## config.mk

```make
export PLATFORM = sky130hd
export DESIGN_NAME = calc_request_master
export DESIGN_NICKNAME = d
export VERILOG_FILES = /design/src/rtl/calc_request_master.sv
export SDC_FILE = /design/constraint.sdc
export NUM_CORES = 1
export LEC_CHECK = 0
export CAP_MARGIN = 15
export CORE_MARGIN = 1.5
export CORE_UTILIZATION = 55
export DETAILED_ROUTE_END_ITERATION = 12
export PLACE_DENSITY = 0.77
export SLEW_MARGIN = 15
export SYNTH_ARGS = -nofsm -noshare
export SYNTH_HDL_FRONTEND = slang
export SYNTH_SLANG_ARGS = --single-unit
```

## constraint.sdc

```tcl
create_clock -name clk -period 4.6 [get_ports clk]
set_clock_uncertainty 0.15 [all_clocks]
set_input_delay 1.38 -clock clk [delete_from_list [all_inputs] [get_ports clk]]
set_output_delay 1.38 -clock clk [all_outputs]
set_load 0.01 [all_outputs]
```

## src/rtl/calc_request_master.sv

```systemverilog
`default_nettype none
// ============================================================================
// Module   : calc_request_master
// Brief    : Queues calculator requests and issues them one at a time over
//            the go/done handshake, returning each result on a valid/ready port.
// Revision : 1.0
// ============================================================================
module calc_request_master #(
    parameter int DEPTH   = 4,
    parameter int DATA_W  = 4,
    parameter int TIMEOUT = 31
) (
    input  logic                       clk,
    input  logic                       rst,
    input  logic                       i_req_valid,
    output logic                       o_req_ready,
    input  logic [1:0]                 i_req_op,
    input  logic [DATA_W-1:0]          i_req_a,
    input  logic [DATA_W-1:0]          i_req_b,
    output logic                       o_calc_go,
    output logic [1:0]                 o_calc_op,
    output logic [DATA_W-1:0]          o_calc_in1,
    output logic [DATA_W-1:0]          o_calc_in2,
    input  logic                       i_calc_done,
    input  logic [DATA_W-1:0]          i_calc_out,
    output logic                       o_rsp_valid,
    input  logic                       i_rsp_ready,
    output logic [DATA_W-1:0]          o_rsp_data,
    output logic [1:0]                 o_rsp_op,
    output logic                       o_rsp_tmo,
    output logic                       o_busy,
    output logic [$clog2(DEPTH+1)-1:0] o_count
);

    localparam int c_PW = $clog2(DEPTH);
    localparam int c_CW = $clog2(DEPTH + 1);
    localparam int c_TW = $clog2(TIMEOUT);
    localparam logic [c_TW-1:0] c_TMO_LAST = c_TW'(TIMEOUT - 1);
    localparam logic [c_CW-1:0] c_FULL     = c_CW'(DEPTH);

    typedef enum logic [1:0] {
        S_IDLE   = 2'd0,
        S_LAUNCH = 2'd1,
        S_WAIT   = 2'd2,
        S_RESP   = 2'd3
    } state_t;

    state_t r_state, w_state_nxt;

    logic [1:0]        r_fifo_op [DEPTH];
    logic [DATA_W-1:0] r_fifo_a  [DEPTH];
    logic [DATA_W-1:0] r_fifo_b  [DEPTH];
    logic [c_PW-1:0]   r_wr_ptr, r_rd_ptr;
    logic [c_CW-1:0]   r_count;
    logic [c_TW-1:0]   r_timer;
    logic              r_done_q;
    logic [1:0]        r_calc_op;
    logic [DATA_W-1:0] r_calc_in1, r_calc_in2, r_rsp_data;
    logic [1:0]        r_rsp_op;
    logic              r_rsp_tmo;

    logic w_push, w_pop, w_latch, w_cap_done, w_cap_tmo, w_timer_clr, w_timer_inc;
    logic w_done_edge;

    assign o_req_ready = (r_count != c_FULL);
    assign w_push      = i_req_valid & o_req_ready;
    assign w_pop       = (r_state == S_RESP) & i_rsp_ready;
    // Only a fresh rising edge counts; a done level left over from a prior op is ignored.
    assign w_done_edge = i_calc_done & ~r_done_q;

    always_ff @(posedge clk or posedge rst) begin
        if (rst) r_state <= S_IDLE;
        else     r_state <= w_state_nxt;
    end

    always_comb begin
        w_state_nxt = r_state;
        w_latch     = 1'b0;
        w_cap_done  = 1'b0;
        w_cap_tmo   = 1'b0;
        w_timer_clr = 1'b0;
        w_timer_inc = 1'b0;
        case (r_state)
            S_IDLE: begin
                if (r_count != '0) begin
                    w_latch     = 1'b1;
                    w_state_nxt = S_LAUNCH;
                end
            end
            S_LAUNCH: begin
                w_timer_clr = 1'b1;
                w_state_nxt = S_WAIT;
            end
            S_WAIT: begin
                if (w_done_edge) begin
                    w_cap_done  = 1'b1;
                    w_state_nxt = S_RESP;
                end else if (r_timer == c_TMO_LAST) begin
                    w_cap_tmo   = 1'b1;
                    w_state_nxt = S_RESP;
                end else begin
                    w_timer_inc = 1'b1;
                end
            end
            S_RESP: begin
                if (i_rsp_ready) w_state_nxt = S_IDLE;
            end
            default: w_state_nxt = S_IDLE;
        endcase
    end

    always_ff @(posedge clk) begin
        if (w_push) begin
            r_fifo_op[r_wr_ptr] <= i_req_op;
            r_fifo_a[r_wr_ptr]  <= i_req_a;
            r_fifo_b[r_wr_ptr]  <= i_req_b;
        end
    end

    always_ff @(posedge clk or posedge rst) begin
        if (rst) begin
            r_wr_ptr <= '0;
            r_rd_ptr <= '0;
            r_count  <= '0;
            r_done_q <= 1'b0;
            r_timer  <= '0;
        end else begin
            r_done_q <= i_calc_done;
            if (w_push) r_wr_ptr <= r_wr_ptr + c_PW'(1);
            if (w_pop)  r_rd_ptr <= r_rd_ptr + c_PW'(1);
            if (w_push & ~w_pop)      r_count <= r_count + c_CW'(1);
            else if (~w_push & w_pop) r_count <= r_count - c_CW'(1);
            if (w_timer_clr)      r_timer <= '0;
            else if (w_timer_inc) r_timer <= r_timer + c_TW'(1);
        end
    end

    // Head stays in the FIFO while in flight; operands are copied out so they hold through WAIT.
    always_ff @(posedge clk or posedge rst) begin
        if (rst) begin
            r_calc_op  <= '0;
            r_calc_in1 <= '0;
            r_calc_in2 <= '0;
            r_rsp_data <= '0;
            r_rsp_op   <= '0;
            r_rsp_tmo  <= 1'b0;
        end else begin
            if (w_latch) begin
                r_calc_op  <= r_fifo_op[r_rd_ptr];
                r_calc_in1 <= r_fifo_a[r_rd_ptr];
                r_calc_in2 <= r_fifo_b[r_rd_ptr];
            end
            if (w_cap_done | w_cap_tmo) begin
                r_rsp_data <= w_cap_done ? i_calc_out : '0;
                r_rsp_op   <= r_calc_op;
                r_rsp_tmo  <= w_cap_tmo;
            end
        end
    end

    assign o_calc_go   = (r_state == S_LAUNCH);
    assign o_calc_op   = r_calc_op;
    assign o_calc_in1  = r_calc_in1;
    assign o_calc_in2  = r_calc_in2;
    assign o_rsp_valid = (r_state == S_RESP);
    assign o_rsp_data  = r_rsp_data;
    assign o_rsp_op    = r_rsp_op;
    assign o_rsp_tmo   = r_rsp_tmo;
    assign o_busy      = (r_state != S_IDLE);
    assign o_count     = r_count;

endmodule
`default_nettype wire

```

## Word-level counts from Yosys, hierarchy flattened

Memory sizes are Yosys's and may differ from the RTL's. A register that Yosys moved wholly into a read port is not among the register bits.
Index checks and enable logic that the tools add are counted.

| word-level totals | value |
|---|---|
| input bits | 19 |
| flip-flop bits (word level) | 22 |
| word-level logic and storage cells | 63 |
| memories kept | 3 |
| bits in writable memories | 40 |
| output and inout port bits | 24 |

| cells by class | value |
|---|---|
| add/subtract/negate cells | 5 |
| equality and inequality tests | 8 |
| bitwise operators | 9 |
| mux-type cells | 23 |
| reduce and logical (&&, ||, !) cells | 6 |

Memories:

| name | depth | bits a word | read ports | clocked after memory_dff | wr ports | line | RTL |
|---|---|---|---|---|---|---|---|
| r_fifo_a | 4 | 4 | 1 | 1 | 1 | 51 | `logic [DATA_W-1:0] r_fifo_a [DEPTH];` |
| r_fifo_b | 4 | 4 | 1 | 1 | 1 | 52 | `logic [DATA_W-1:0] r_fifo_b [DEPTH];` |
| r_fifo_op | 4 | 2 | 1 | 1 | 1 | 50 | `logic [1:0] r_fifo_op [DEPTH];` |

Operators with widths:

| cell | count |
|---|---|
| 2-to-1 mux 1 bit | 13 |
| 2-to-1 mux 5 bit | 2 |
| 2-to-1 mux 2 bit | 4 |
| case mux 2 bit (4 select lines) | 1 |
| 2-to-1 mux 3 bit | 2 |
| inequality test 3 bit, second input constant | 2 |
| nonzero test 2 bit | 3 |
| adder 5 x 1 -> 5 bit, second input constant | 1 |
| bitwise AND 1 bit | 5 |
| equality test 5 bit, second input constant | 1 |
| adder 2 x 1 -> 2 bit, second input constant | 2 |
| equality test 2 bit, second input constant | 2 |
| 2-to-1 mux 4 bit | 1 |
| adder 3 x 1 -> 3 bit, second input constant | 1 |
| NOT 1 bit | 3 |
| AND reduction 3 bit | 1 |
| nonzero test 3 bit | 1 |
| subtractor 3 x 1 -> 3 bit, second input constant | 1 |
| equality test 2 x 1 -> 1 bit, second input constant | 1 |
| zero test 2 bit | 1 |
| inequality test 2 x 1 -> 1 bit, second input constant | 1 |
| inequality test 2 bit, second input constant | 1 |
| OR 1 bit | 1 |

## Longest topological paths before layout

| depth | value |
|---|---|
| depth in word-level cells | 6 |
| mapped depth | 9 |
| gate-level depth less buffers | 9 |

## Worst setup path after synthesis

Ideal clock, no wire load.

| timing | value |
|---|---|
| kind | input port to flip-flop |
| start | input i_req_valid |
| end | register r_count[2], in the netlist o_count[2] |
| library setup time | 0.079 ns |
| arrival | 2.519 ns |
| path buffers | 0 |
| required time | 4.371 ns |
| path slack | 1.852 ns |
| stages | 7 |
| path through | and2_1 -> ha_1 -> inv_1 -> fa_1 -> xor2_1 -> nor2_1 -> xor2_1 |

| between the ends | value |
|---|---|
| word-level cells in the longest chain between the ends | 4 |
| elaborated cells between the ends (all ways) | 6 |
| classes of those cells | 1 x mux; 4 x bitwise; 1 x reduce/logical |

Ends and longest elaborated chain:

| item | line | RTL |
|---|---|---|
| from (decl) | 15 | `input logic i_req_valid,` |
| bitwise AND 1 bit * | 66 | `assign w_push = i_req_valid & o_req_ready;` |
| NOT 1 bit | 132 | `else if (~w_push & w_pop) r_count <= r_count - c_CW'(1);` |
| bitwise AND 1 bit | 132 |  |
| nonzero test 2 bit (no source line) | - |  |
| to (signal assigned) | 131 | `if (w_push & ~w_pop) r_count <= r_count + c_CW'(1);` |
| to (signal assigned) | 132 |  |
| to (decl) | 54 | `logic [c_CW-1:0] r_count;` |

Every way passes the cells marked *; elsewhere a longest branch is shown, timed or not.
A chain may end at the register's enable or synchronous reset.

## Worst setup path in the final report

| timing | value |
|---|---|
| start | register r_state[1] |
| end | output o_calc_go |

| between the ends | value |
|---|---|
| word-level cells in the longest chain between the ends | 1 |

Ends and longest elaborated chain:

| item | line | RTL |
|---|---|---|
| from (decl) | 48 | `state_t r_state, w_state_nxt;` |
| from (signal assigned) | 73 | `else r_state <= w_state_nxt;` |
| equality test 2 x 1 -> 1 bit | 161 | `assign o_calc_go = (r_state == S_LAUNCH);` |
| to (decl) | 20 | `output logic o_calc_go,` |

No other way between the ends.

==> metrics list <==
- Internal cell power: 1.70 mW
- Setup violations remaining at the end of the flow were counted as 0.
- The later pin in the worst-skew pair is clocked with a latency of 340 ps.
- Of the total power, the share spent switching nets is 0.305.
* Static Leak: 1.45 nW
* Number of rows in the core area: 26
- Logic depth of the worst register-to-register path: 9
- For the pin with the worst max-slew slack, the measured transition is 749 ps.
- List of cells traversed by the critical path: inv_1, ha_1, clkdlybuf4s50_1
- Highest Signal Layer: met4
- R2r setup slk: 2380 ps
- The worst register-to-register path ends at o_count[2].
- Number of instances resized during post-cts repair: 0
* Area added between synthesis and finish: 24.5%
* Depth of the CTS H-tree: 3
- Summing all multi-input logic gate instances after layout gives 893 sq um.
- With fillers left out, the area of the finished cells amounts to 0.00367 sq mm.
* Worst hold path type: reg -> reg
- Sequential share of the synthesized area: 0.679
- Overall power consumption after layout is estimated at 2.44 mW.
- The final hold violation count was 0.
- Share of total power in the clock network: 0.220
- Placed Instance Area: 0.00345 sq mm
- Worst Setup End Kind: output port
- Global-route wire length before repair: 8.67 mm
- STA puts the critical path data required time at 3070 ps.
* Max Buffers Root-to-Sink: 2
* DR vias: 1599
- Quantity of hold-fixing buffers added after cts: 0
- Dividing the final minimum period by the clock period gives 0.708.
* Number of nets with antenna violations after routing: 0
- Tmin final: 3250 ps
* Area enclosed by the die boundary: 0.00581 sq mm
- The analysis attributes to net switching a power of 0.744 mW.
- Setup repair after global routing left no endpoint under its margin.
* Max stage delay on crit path: 590 ps
- The tree is rooted in a clkbuf_8.
- After the first detailed-routing iteration, the DRC count stood at 120.
- The most critical setup path has its startpoint at r_state[1].
- OpenSTA, run right after detailed placement, puts the worst setup slack at 1160 ps.
* Peak ir drop on the vdd network: 0.000410 V
* Most frequent standard cell in the layout excluding fill and tap cells: clkdlybuf4s50_1
* Netlist area before placement: 0.00295 sq mm
* Pin count of the biggest net entering global routing: 33
- Run status: complete, no violations
* Net total in the final layout: 254
* Worst Slack Setup Final: 1350 ps
- For this run, the total global-route usage over all layers was measured as 0.205.
- For the worst setup path, the data arrival time is 1720 ps.
- Vias in the first global route: 1712
- The initial antenna violation count is 0.
- Clk slew on worst S/H paths: 70 ps
* Die width: 76.2 microns
- DR DRC count: 0
* Flops & latches, synth: 72
* DRT Wirelength: 5.27 mm
- Dividing the detail-routed wire length by the instance count gives 17.7 microns.
* Sum of negative setup slack: 0 ps
* Top library cells by usage in the layout, fill and taps aside: clkdlybuf4s50_1 (42), edfxtp_1 (40), dfrtp_1 (32), mux2_2 (12), nor2_1 (12)
* Sequential cell area: 0.00200 sq mm
* M1 WL: 2.21 mm
- Setup crit start kind: flop
* Grt total ovfl: 0
- Critical Path Fanout Max: 6
- The final-report max-slew violation count was 0.
- Max-cap violations in this run came to 0.
- For this run, the number of Yosys warnings is 0.
- Of the total power, combinational logic draws 0.346.
- Synthesis produced a netlist whose cell count is 172.
- Number of iterations in the first detailed-routing pass: 4
* Core Area: 0.00514 sq mm
- When the netlist entered floorplanning its net count stood at 203.
- During placement, the flow inserted port buffers numbering 42.
* Vias per cell: 5.37
* Maximum operating frequency: 0.307 GHz
* Cell variety after synth: 31
- Counting the fill cells in the layout gives 362.
- Met2 routed wirelength: 2.76 mm
- The number of antenna diodes in the final layout is 0.
* Synth Area per Inst: 17.1 sq um
* CTS sink count: 72
- Proportion of power drawn by flip-flops and latches: 0.433
- Crit-path slowest cell: clkdlybuf4s50_1
* Ports: 43
* DIE HEIGHT: 76.2 microns
- WL met3: 212 microns
- Number of buffers inserted by post-CTS setup repair: 0
- In this run the critical register-to-register path is launched from o_count[0].
- Startpoint of the lowest-slack hold path: o_calc_in2[0]
* Number of CTS-inserted buffers: 9
* Last element of the critical path: o_calc_go
* Slew HR: 0.500
- Total power density per cell area: 666 mW/mm^2
* Dpl hpwl: 3.52 mm
* Proportion of layout cells with a drive suffix above 1: 0.202
* Initial Util: 0.573
- GP Congestion: 0.727
- Type of the worst setup path: reg -> out
* CTS tree: yes
## through the flow
| step | utilization | hold slack (ps) | instances |
|---|---|---|---|
| 2_1_floorplan | - | 374 | 172 |
| 3_3_place_gp | 0.671 | 337 | 282 |
| 3_5_place_dp | 0.671 | 342 | 282 |
| 4_1_cts | 0.713 | 363 | 298 |
| 5_1_grt | 0.713 | 369 | 298 |
| 6_report | 0.713 | 356 | 298 |
## worst max-delay path: cells and delay by family (launching register included)
kind                       cells  cell delay (ps)
buffers and inverters          2              690
DFF                            1              420
adders and majority gates      1              280
## kinds of logic after synthesis
logic type,share of synthesized area
adder cells (fa/ha/maj),0.0535
multiplexers,0.142
AND/OR/NAND/NOR,0.0628
XOR/XNOR,0.0267
AO/OA/AOI/OAI,0.0183
flip-flops,0.679
buffers and inverters,0.0174
## layer usage
metal	global-route usage	up-vias
li1	-	739
met1	0.242	808
met2	0.346	44
met3	0.0623	8
met4	0.0926	0
met5	0	-
## layout make-up
cell class | count | share of cell area
sequential | 72 | 0.546
multi-input combinational | 87 | 0.244
timing repair buffer | 43 | 0.117
clock buffer | 9 | 0.0338
clock inverter | 7 | 0.0259
tap | 70 | 0.0239
inverter | 10 | 0.0102
## power groups by stage
| stage | combinational, mW | clock [mW] | sequential [mW] |
|---|---|---|---|
| 2_1_floorplan | 0.522 | 0 | 1.04 |
| 3_3_place_gp | 0.812 | 0 | 1.05 |
| 3_5_place_dp | 0.854 | 0 | 1.07 |
| 4_1_cts | 0.862 | 0.549 | 1.06 |
| 5_1_grt | 0.918 | 0.579 | 1.09 |
| 6_report | 0.846 | 0.538 | 1.06 |
## worst min-delay path by stage
stage,depth (start not counted),endpoint
2_1_floorplan,2,r_timer[4]
3_3_place_gp,2,o_rsp_tmo
3_5_place_dp,1,o_rsp_data[3]
4_1_cts,1,o_calc_in1[2]
5_1_grt,1,o_calc_in1[2]
6_report,1,o_calc_in2[0]
## Yosys cell counts, drive strengths merged
cell | n | area, sq um
clkbuf | 1 | 3.75
nand2 | 4 | 15.0
mux4 | 10 | 225
edfxtp | 40 | 1200
mux2 | 15 | 173
or2b | 1 | 7.51
a22o | 4 | 35.0
fa | 1 | 20.0
a221o | 1 | 11.3
and3 | 7 | 51.3
ha | 11 | 138
nand2b | 2 | 20.0
a211oi | 1 | 7.51
nand4 | 3 | 25.0
mux2i | 2 | 20.0
xnor2 | 5 | 43.8
nor2 | 12 | 45.0
buf | 2 | 10.0
clkinv | 1 | 3.75
dfrtp | 32 | 801
nand3 | 2 | 10.0
and2 | 1 | 6.26
xor2 | 4 | 35.0
inv | 9 | 33.8
nor3 | 1 | 5.00
## state kept, by name (all words and copies together) (netlist names), 3 cells and up
signal	cells
r_fifo_a	16
r_fifo_b	16
r_fifo_op	8
r_timer	5
o_calc_in1	4
o_calc_in2	4
o_rsp_data	4
o_count	3
No activity file was read; power rests on OpenSTA's default activity.
